===== config.mk =====
export PLATFORM = sky130hd
export DESIGN_NAME = bias_add_sched_layer5
export DESIGN_NICKNAME = d
export VERILOG_FILES = /design/src/rtl/bias_add_sched_layer5_pkg.sv /design/src/rtl/bias_add_sched_layer5_lane_sat.sv /design/src/rtl/bias_add_sched_layer5.sv
export SDC_FILE = /design/constraint.sdc
export NUM_CORES = 2
export LEC_CHECK = 0
export ABC_AREA = 1
export BUFFER_PORTS_ARGS = -buffer_cell sky130_fd_sc_hd__buf_2
export CORE_MARGIN = 2
export CORE_UTILIZATION = 29
export DETAILED_ROUTE_END_ITERATION = 8
export SLEW_MARGIN = 10
export SYNTH_ARGS = -nofsm -noshare
export SYNTH_HDL_FRONTEND = slang
export SYNTH_SLANG_ARGS = --single-unit

===== constraint.sdc =====
create_clock -name clk -period 3.7 [get_ports clk]
set_clock_uncertainty 0.05 [all_clocks]
set_input_delay 0.74 -clock clk [delete_from_list [all_inputs] [get_ports clk]]
set_output_delay 0.74 -clock clk [all_outputs]
set_load 0.01 [all_outputs]

===== src/rtl/bias_add_sched_layer5_pkg.sv =====
// Shared types and output clamping helpers for the layer-5 bias-add scheduler.
package layer5_pkg;

  localparam int BIAS_W  = 18;
  localparam int PSUM_W  = 18;
  localparam int OUT_W   = 18;
  localparam int WIDE_W  = 32;
  localparam int OUT_MAX = 131071;
  localparam int OUT_MIN = -131072;

  typedef enum logic [1:0] {
    IDLE   = 2'd0,
    ACCUM  = 2'd1,
    EMIT   = 2'd2,
    FINISH = 2'd3
  } state_t;

  // Signed saturation of a wide sum into the 18-bit output range.
  function automatic logic signed [OUT_W-1:0] sat18(input logic signed [WIDE_W-1:0] x);
    if (x > WIDE_W'(OUT_MAX))
      return 18'sh1FFFF;
    else if (x < -WIDE_W'(131072))
      return 18'sh20000;
    else
      return x[OUT_W-1:0];
  endfunction

  function automatic logic signed [OUT_W-1:0] relu18(input logic signed [WIDE_W-1:0] x);
    if (x < 0)
      return '0;
    else if (x > WIDE_W'(OUT_MAX))
      return 18'sh1FFFF;
    else
      return x[OUT_W-1:0];
  endfunction

endpackage


===== src/rtl/bias_add_sched_layer5_lane_sat.sv =====
// One output lane: running accumulation and the final sum+bias with clamp.
module bias_lane_sat
  import layer5_pkg::*;
#(
  parameter int ACC_W   = 24,
  parameter bit RELU_EN = 1'b1
) (
  input  logic signed [ACC_W-1:0]  acc,
  input  logic signed [PSUM_W-1:0] psum,
  input  logic signed [BIAS_W-1:0] bias,
  output logic signed [ACC_W-1:0]  acc_next,
  output logic signed [OUT_W-1:0]  result
);

  logic signed [ACC_W:0]    sum_w;
  logic signed [WIDE_W-1:0] sum_x;

  assign acc_next = acc + {{(ACC_W-PSUM_W){psum[PSUM_W-1]}}, psum};

  // One guard bit above the accumulator so acc+psum+bias cannot wrap before clamping.
  assign sum_w = {acc[ACC_W-1], acc}
               + {{(ACC_W+1-PSUM_W){psum[PSUM_W-1]}}, psum}
               + {{(ACC_W+1-BIAS_W){bias[BIAS_W-1]}}, bias};

  assign sum_x = {{(WIDE_W-ACC_W-1){sum_w[ACC_W]}}, sum_w};

  generate
    if (RELU_EN) begin : g_relu
      assign result = relu18(sum_x);
    end else begin : g_sat
      assign result = sat18(sum_x);
    end
  endgenerate

endmodule


===== src/rtl/bias_add_sched_layer5.sv =====
// Layer-5 bias scheduler: accumulates psum passes per group, adds the group bias, emits one vector per group.
module bias_add_sched_layer5
  import layer5_pkg::*;
#(
  parameter int N_adder_tree = 8,
  parameter int NUM_GROUPS   = 2,
  parameter int NUM_PASSES   = 4,
  parameter int ACC_W        = 24,
  parameter bit RELU_EN      = 1'b1,
  localparam int GRP_W       = (NUM_GROUPS > 1) ? $clog2(NUM_GROUPS) : 1,
  localparam int PASS_W      = (NUM_PASSES > 1) ? $clog2(NUM_PASSES) : 1
) (
  input  logic                                   clk,
  input  logic                                   rst_n,
  input  logic                                   start,
  input  logic [NUM_GROUPS*N_adder_tree*18-1:0]  bias_all,
  input  logic [N_adder_tree*18-1:0]             psum,
  input  logic                                   psum_valid,
  output logic                                   psum_ready,
  output logic [N_adder_tree*18-1:0]             out_data,
  output logic                                   out_valid,
  input  logic                                   out_ready,
  output logic [GRP_W-1:0]                       out_group,
  output logic                                   busy,
  output logic                                   done,
  output state_t                                 state_dbg
);

  // Handshakes: a transfer happens on a rising clk edge where valid && ready are both 1;
  // a producer holding valid keeps its data stable until that edge.

  localparam int VEC_W  = N_adder_tree * OUT_W;
  localparam int BVEC_W = N_adder_tree * BIAS_W;

  state_t                   state;
  logic [PASS_W-1:0]        pass_cnt;
  logic [GRP_W-1:0]         grp;
  logic signed [ACC_W-1:0]  acc      [N_adder_tree];
  logic signed [ACC_W-1:0]  acc_next [N_adder_tree];
  logic [VEC_W-1:0]         res_vec;
  logic [BVEC_W-1:0]        bias_sel;
  logic                     accept;
  logic                     pass_last;
  logic                     grp_last;

  assign accept    = psum_valid && psum_ready;
  assign pass_last = (pass_cnt == PASS_W'(NUM_PASSES - 1));
  assign grp_last  = (grp == GRP_W'(NUM_GROUPS - 1));
  assign state_dbg = state;

  always_comb begin
    bias_sel = '0;
    for (int g = 0; g < NUM_GROUPS; g++) begin
      if (grp == GRP_W'(g))
        bias_sel = bias_all[g*BVEC_W +: BVEC_W];
    end
  end

  generate
    for (genvar i = 0; i < N_adder_tree; i++) begin : g_lane
      bias_lane_sat #(
        .ACC_W   (ACC_W),
        .RELU_EN (RELU_EN)
      ) u_lane (
        .acc      (acc[i]),
        .psum     (psum[i*PSUM_W +: PSUM_W]),
        .bias     (bias_sel[i*BIAS_W +: BIAS_W]),
        .acc_next (acc_next[i]),
        .result   (res_vec[i*OUT_W +: OUT_W])
      );
    end
  endgenerate

  always_ff @(posedge clk or negedge rst_n) begin
    if (!rst_n) begin
      state      <= IDLE;
      pass_cnt   <= '0;
      grp        <= '0;
      psum_ready <= 1'b0;
      out_valid  <= 1'b0;
      busy       <= 1'b0;
      done       <= 1'b0;
      out_data   <= '0;
      out_group  <= '0;
      for (int i = 0; i < N_adder_tree; i++) acc[i] <= '0;
    end else begin
      case (state)
        IDLE: begin
          done <= 1'b0;
          if (start) begin
            state      <= ACCUM;
            pass_cnt   <= '0;
            grp        <= '0;
            psum_ready <= 1'b1;
            busy       <= 1'b1;
            for (int i = 0; i < N_adder_tree; i++) acc[i] <= '0;
          end
        end
        ACCUM: begin
          if (accept) begin
            // Last pass bypasses the accumulator: the lane adders already include this psum.
            if (pass_last) begin
              out_data   <= res_vec;
              out_group  <= grp;
              out_valid  <= 1'b1;
              psum_ready <= 1'b0;
              state      <= EMIT;
            end else begin
              pass_cnt <= pass_cnt + 1'b1;
              for (int i = 0; i < N_adder_tree; i++) acc[i] <= acc_next[i];
            end
          end
        end
        EMIT: begin
          if (out_ready) begin
            out_valid <= 1'b0;
            pass_cnt  <= '0;
            for (int i = 0; i < N_adder_tree; i++) acc[i] <= '0;
            if (grp_last) begin
              grp   <= '0;
              busy  <= 1'b0;
              done  <= 1'b1;
              state <= FINISH;
            end else begin
              grp        <= grp + 1'b1;
              psum_ready <= 1'b1;
              state      <= ACCUM;
            end
          end
        end
        FINISH: begin
          done  <= 1'b0;
          state <= IDLE;
        end
        default: state <= IDLE;
      endcase
    end
  end

endmodule

==> summary.txt <==
Run status
  – Status: finished with violations
  – Failing checks: setup timing

Floorplan
  – # rows: between 100 and 150
  – Ports: 588
  – Die Span X: 384 um
  – Die Ht: approximately 380 um
  – Core area: 0.143 mm2
  – Starting Density: 0.292
  – Die ar.: 0.148 mm2

Routing
  – Vias per Instance: 4.84
  – DR vias: about 45000
  – WL/cell: 17.9 um
  – DRT Wirelength: around 170 mm
  – DRC viols: 0
  – Antenna Nets Post-Route: 0
  – DRT iter0 DRCs: ~2600
  – Drt pass-1 iters: 6

Worst setup path
  – Startpoint types: flop
  – Crit-path max FO: 6
  – Most used cell, CP: nand2_2
  – Kind of critical path: flop to flop
  – Critical Path End Type: flop
  – Slowest CP cell: fa_1
  – Largest stage delay, worst path: around 0.58 ns
  – Cell-by-cell trace of the critical path: clkinv_8 -> buf_16 -> buf_12 -> nand2_4 -> nand2_2 -> fa_1 -> ha_4 -> inv_2 -> fa_2 -> inv_2 -> nand3_2 -> nand3_4 -> nand2_2 -> nand2_2 -> nand2_2 -> nand3_2 -> nand2_2 -> nor2_2 -> nand2_2 -> o21bai_4 -> clkbuf_16 -> nand2_2 -> nand2_1 -> nand2_1
  – Buf/Inv on CP: 6
  – Worst EP required: 4.21 ns
  – Data arrival time of the worst path: 4.26 ns
  – CP delay by family, top: adder cells

GRT
  – Vias in the first global route: 43970
  – Largest net degree at the start of global routing: 100
  – Initial antenna violation count: 29
  – Grt ovf: 0
  – First-pass GRT wire length: 251 mm
  – Overall Global Routing Usage: 0.217

Yosys
  – Synth top area share: 0.216
  – Largest area contributor in the netlist: nand2_1
  – Synthesized area: between 0.04 and 0.05 mm2
  – Synth Warn #: 0
  – Synth top area cells: nand2_1 (22%), dfrtp_1 (21%), ha_1 (11%), fa_1 (9.9%), inv_1 (7.0%)
  – Fraction of registers with async set/reset: 1.00
  – FF+latch count, synth: approximately 350
  – Syn Nets: around 7400
  – Mapped Cells: ~6300
  – Ys flop type: dfrtp_1
  – Avg Inst Size Synth: approximately 6.6 um2
  – Top-count cell post-synth: nand2_1
  – Post-synth top cells: nand2_1 (2413), inv_1 (780), a21oi_1 (435)
  – Post-synth EDFFs: 0
  – Sequential area share after synthesis: 0.207
  – Synth cell types: 56

Timing
  – Max Slew Vio Count: 0
  – Unrepaired setup endpoints after global routing: true
  – Fin. Hold Viols: 0
  – Fmax: 0.266 GHz
  – Worst Max-Slew Pin Slew: 1.07 ns
  – Period utilization: 1.02
  – Setup_tns: -0.596 ns
  – Final Worst Setup Slack: -0.0556 ns
  – Hold_ws: 0.0959 ns
  – Slew margin rel.: 0.286
  – Tmin final: 3.76 ns
  – Final Setup Violations: 25

Clock tree
  – H-Tree Depth: 2
  – CTS tree: yes
  – Cts bufs inserted: 53
  – Max clock buf depth: 3
  – Reg clk slew, reported paths: 0.06 ns
  – Num Clock Sinks: 346
  – Cts hold-fix bufs: 0
  – Worst skew pair latency: 0.67 ns
  – Root Buffer: clkbuf_16

Power
  – Peak supply drop: around 700 uV
  – Static Leakage: 29.8 nW
  – Cell Pwr Density: 1160 mW/mm2
  – Power Total: 65.9 mW

Cells and area
  – Post-layout nets: 8401
  – Layout cells sized above 1: 0.272
  – Util after Layout: 0.398
  – Synthesis-to-finish area growth: 36.1%

Placed design
  – I/O Buffers: 587
  – Gpl congestion: approximately 0.95
  – Final HPWL DP: 133 mm

Job
  – Max_cap viols: 0

Hold path
  – Tightest Hold Check Type: input pin to asynchronous set/reset pin
[metal layers]
metal	global-route usage	vias to the layer above	wire length, um
met2	0.357	1195	75500
met3	0.0368	257	10900
li1	-	22450	-
met5	0	-	241
met1	0.293	21185	74900
met4	0.0585	36	5200
[path summary, 6_finish.rpt]
kind	startpoint	endpoint	slack (ns)	depth (start not counted)
setup / recovery	grp	out_data[12]	-0.06	24
hold / removal	rst_n	out_data[74]	0.1	1
setup reg to reg	grp	out_data[12]	-0.06	24
hold reg to reg	out_data[136]	out_data[136]	0.42	2
max in group asynchronous	rst_n	out_group	2.59	2
min in group clk	out_ready	done	0.34	3
[per-stage QoR]
| step | setup slack (ns) | instance area, um2 | instances |
|---|---|---|---|
| CTS | -0.0838 | 54600 | 9272 |
| floorplan | 0.0388 | 41900 | 6325 |
| finish | -0.0556 | 57000 | 9326 |
| global placement | -0.470 | 50400 | 9137 |
| detailed placement | -0.542 | 50400 | 9137 |
| global route | -0.218 | 57000 | 9321 |
[power by group]
part	switching (mW)	total (mW)	internal, mW
clock network	2.25	5.90	3.64
logic	30.8	53.6	22.8
registers	1.24	6.42	5.18
[worst register-to-register path: stages (launching register included)]
cell and delay [ns]:
dfrtp_4 0.49, clkinv_8 0.10, buf_16 0.18, buf_12 0.16, nand2_4 0.06, nand2_2 0.06
fa_1 0.58, ha_4 0.17, inv_2 0.04, fa_2 0.34, inv_2 0.08, nand3_2 0.08
nand3_4 0.11, nand2_2 0.07, nand2_2 0.09, nand2_2 0.07, nand3_2 0.08, nand2_2 0.09
nor2_2 0.12, nand2_2 0.09, o21bai_4 0.22, clkbuf_16 0.19, nand2_2 0.05, nand2_1 0.07
nand2_1 0.05
[registers in the layout, indices dropped and copies added (netlist names)]
signal      count
acc           192
busy            1
done            1
grp             1
out_data      144
out_group       1
out_valid       1
pass_cnt        2
psum_ready      1
state_dbg       2
[cell type report]
class | instances | area (um2)
multi-input cells | 5085 | 33400
fillers | 15072 | 86400
inverters | 792 | 3000
repair buffers | 1097 | 7630
clock buffers | 64 | 1450
diodes | 5 | 12.5
flip-flops and latches | 346 | 8660
clock inverters | 34 | 538
well taps | 1903 | 2380
[layout by cell type (no fill, tap or decap), types with 16 or more instances in the layout]
| cell type | Yosys | final |
|---|---|---|
| nand2_4 | 4 | 49 |
| ha_4 | 0 | 131 |
| a211oi_1 | 18 | 18 |
| fa_2 | 0 | 28 |
| nor2_1 | 372 | 297 |
| buf_4 | 4 | 436 |
| clkbuf_16 | 0 | 63 |
| inv_2 | 12 | 39 |
| nand2_2 | 74 | 243 |
| ha_1 | 381 | 236 |
| inv_1 | 780 | 748 |
| nor3_1 | 55 | 44 |
| xor2_1 | 69 | 69 |
| or2_2 | 19 | 19 |
| o21bai_1 | 33 | 30 |
| o21ai_1 | 43 | 55 |
| fa_1 | 208 | 180 |
| xnor2_1 | 74 | 74 |
| a21oi_1 | 435 | 386 |
| a21oi_2 | 1 | 49 |
| o21ai_0 | 306 | 288 |
| a31oi_1 | 16 | 16 |
| buf_12 | 1 | 43 |
| nand3_2 | 18 | 45 |
| nand3_1 | 217 | 185 |
| o22ai_1 | 21 | 21 |
| nand2_1 | 2413 | 2199 |
| buf_2 | 28 | 586 |
| nor2_2 | 52 | 93 |
| o31ai_1 | 36 | 34 |
| nor4_1 | 24 | 21 |
| dfrtp_1 | 346 | 345 |
| nor2_4 | 5 | 39 |
| nand4_1 | 66 | 66 |
[what timing repair did]
| action | 4_1_cts | 5_1_grt |
|---|---|---|
| gates cloned | 9 | 9 |
| pin swaps | 53 | 210 |
| buffers inserted | 29 | 45 |
| resized for setup | 308 | 497 |
| endpoints found under the setup margin | 127 | 136 |
[logic make-up (layout without fill, tap and decap cells)]
| logic type | count (synthesis) | in the layout | synth area share |
|---|---|---|---|
| fa+ha+maj | 589 | 589 | 0.213 |
| xor+xnor | 144 | 144 | 0.0303 |
| buf+inv | 898 | 1987 | 0.0843 |
| compound gates | 964 | 964 | 0.128 |
| mux | 24 | 24 | 0.00573 |
| flops | 346 | 346 | 0.207 |
| simple gates | 3360 | 3364 | 0.332 |
| other cells | 0 | 5 | 0 |
No activity file was read; power rests on OpenSTA's default activity.
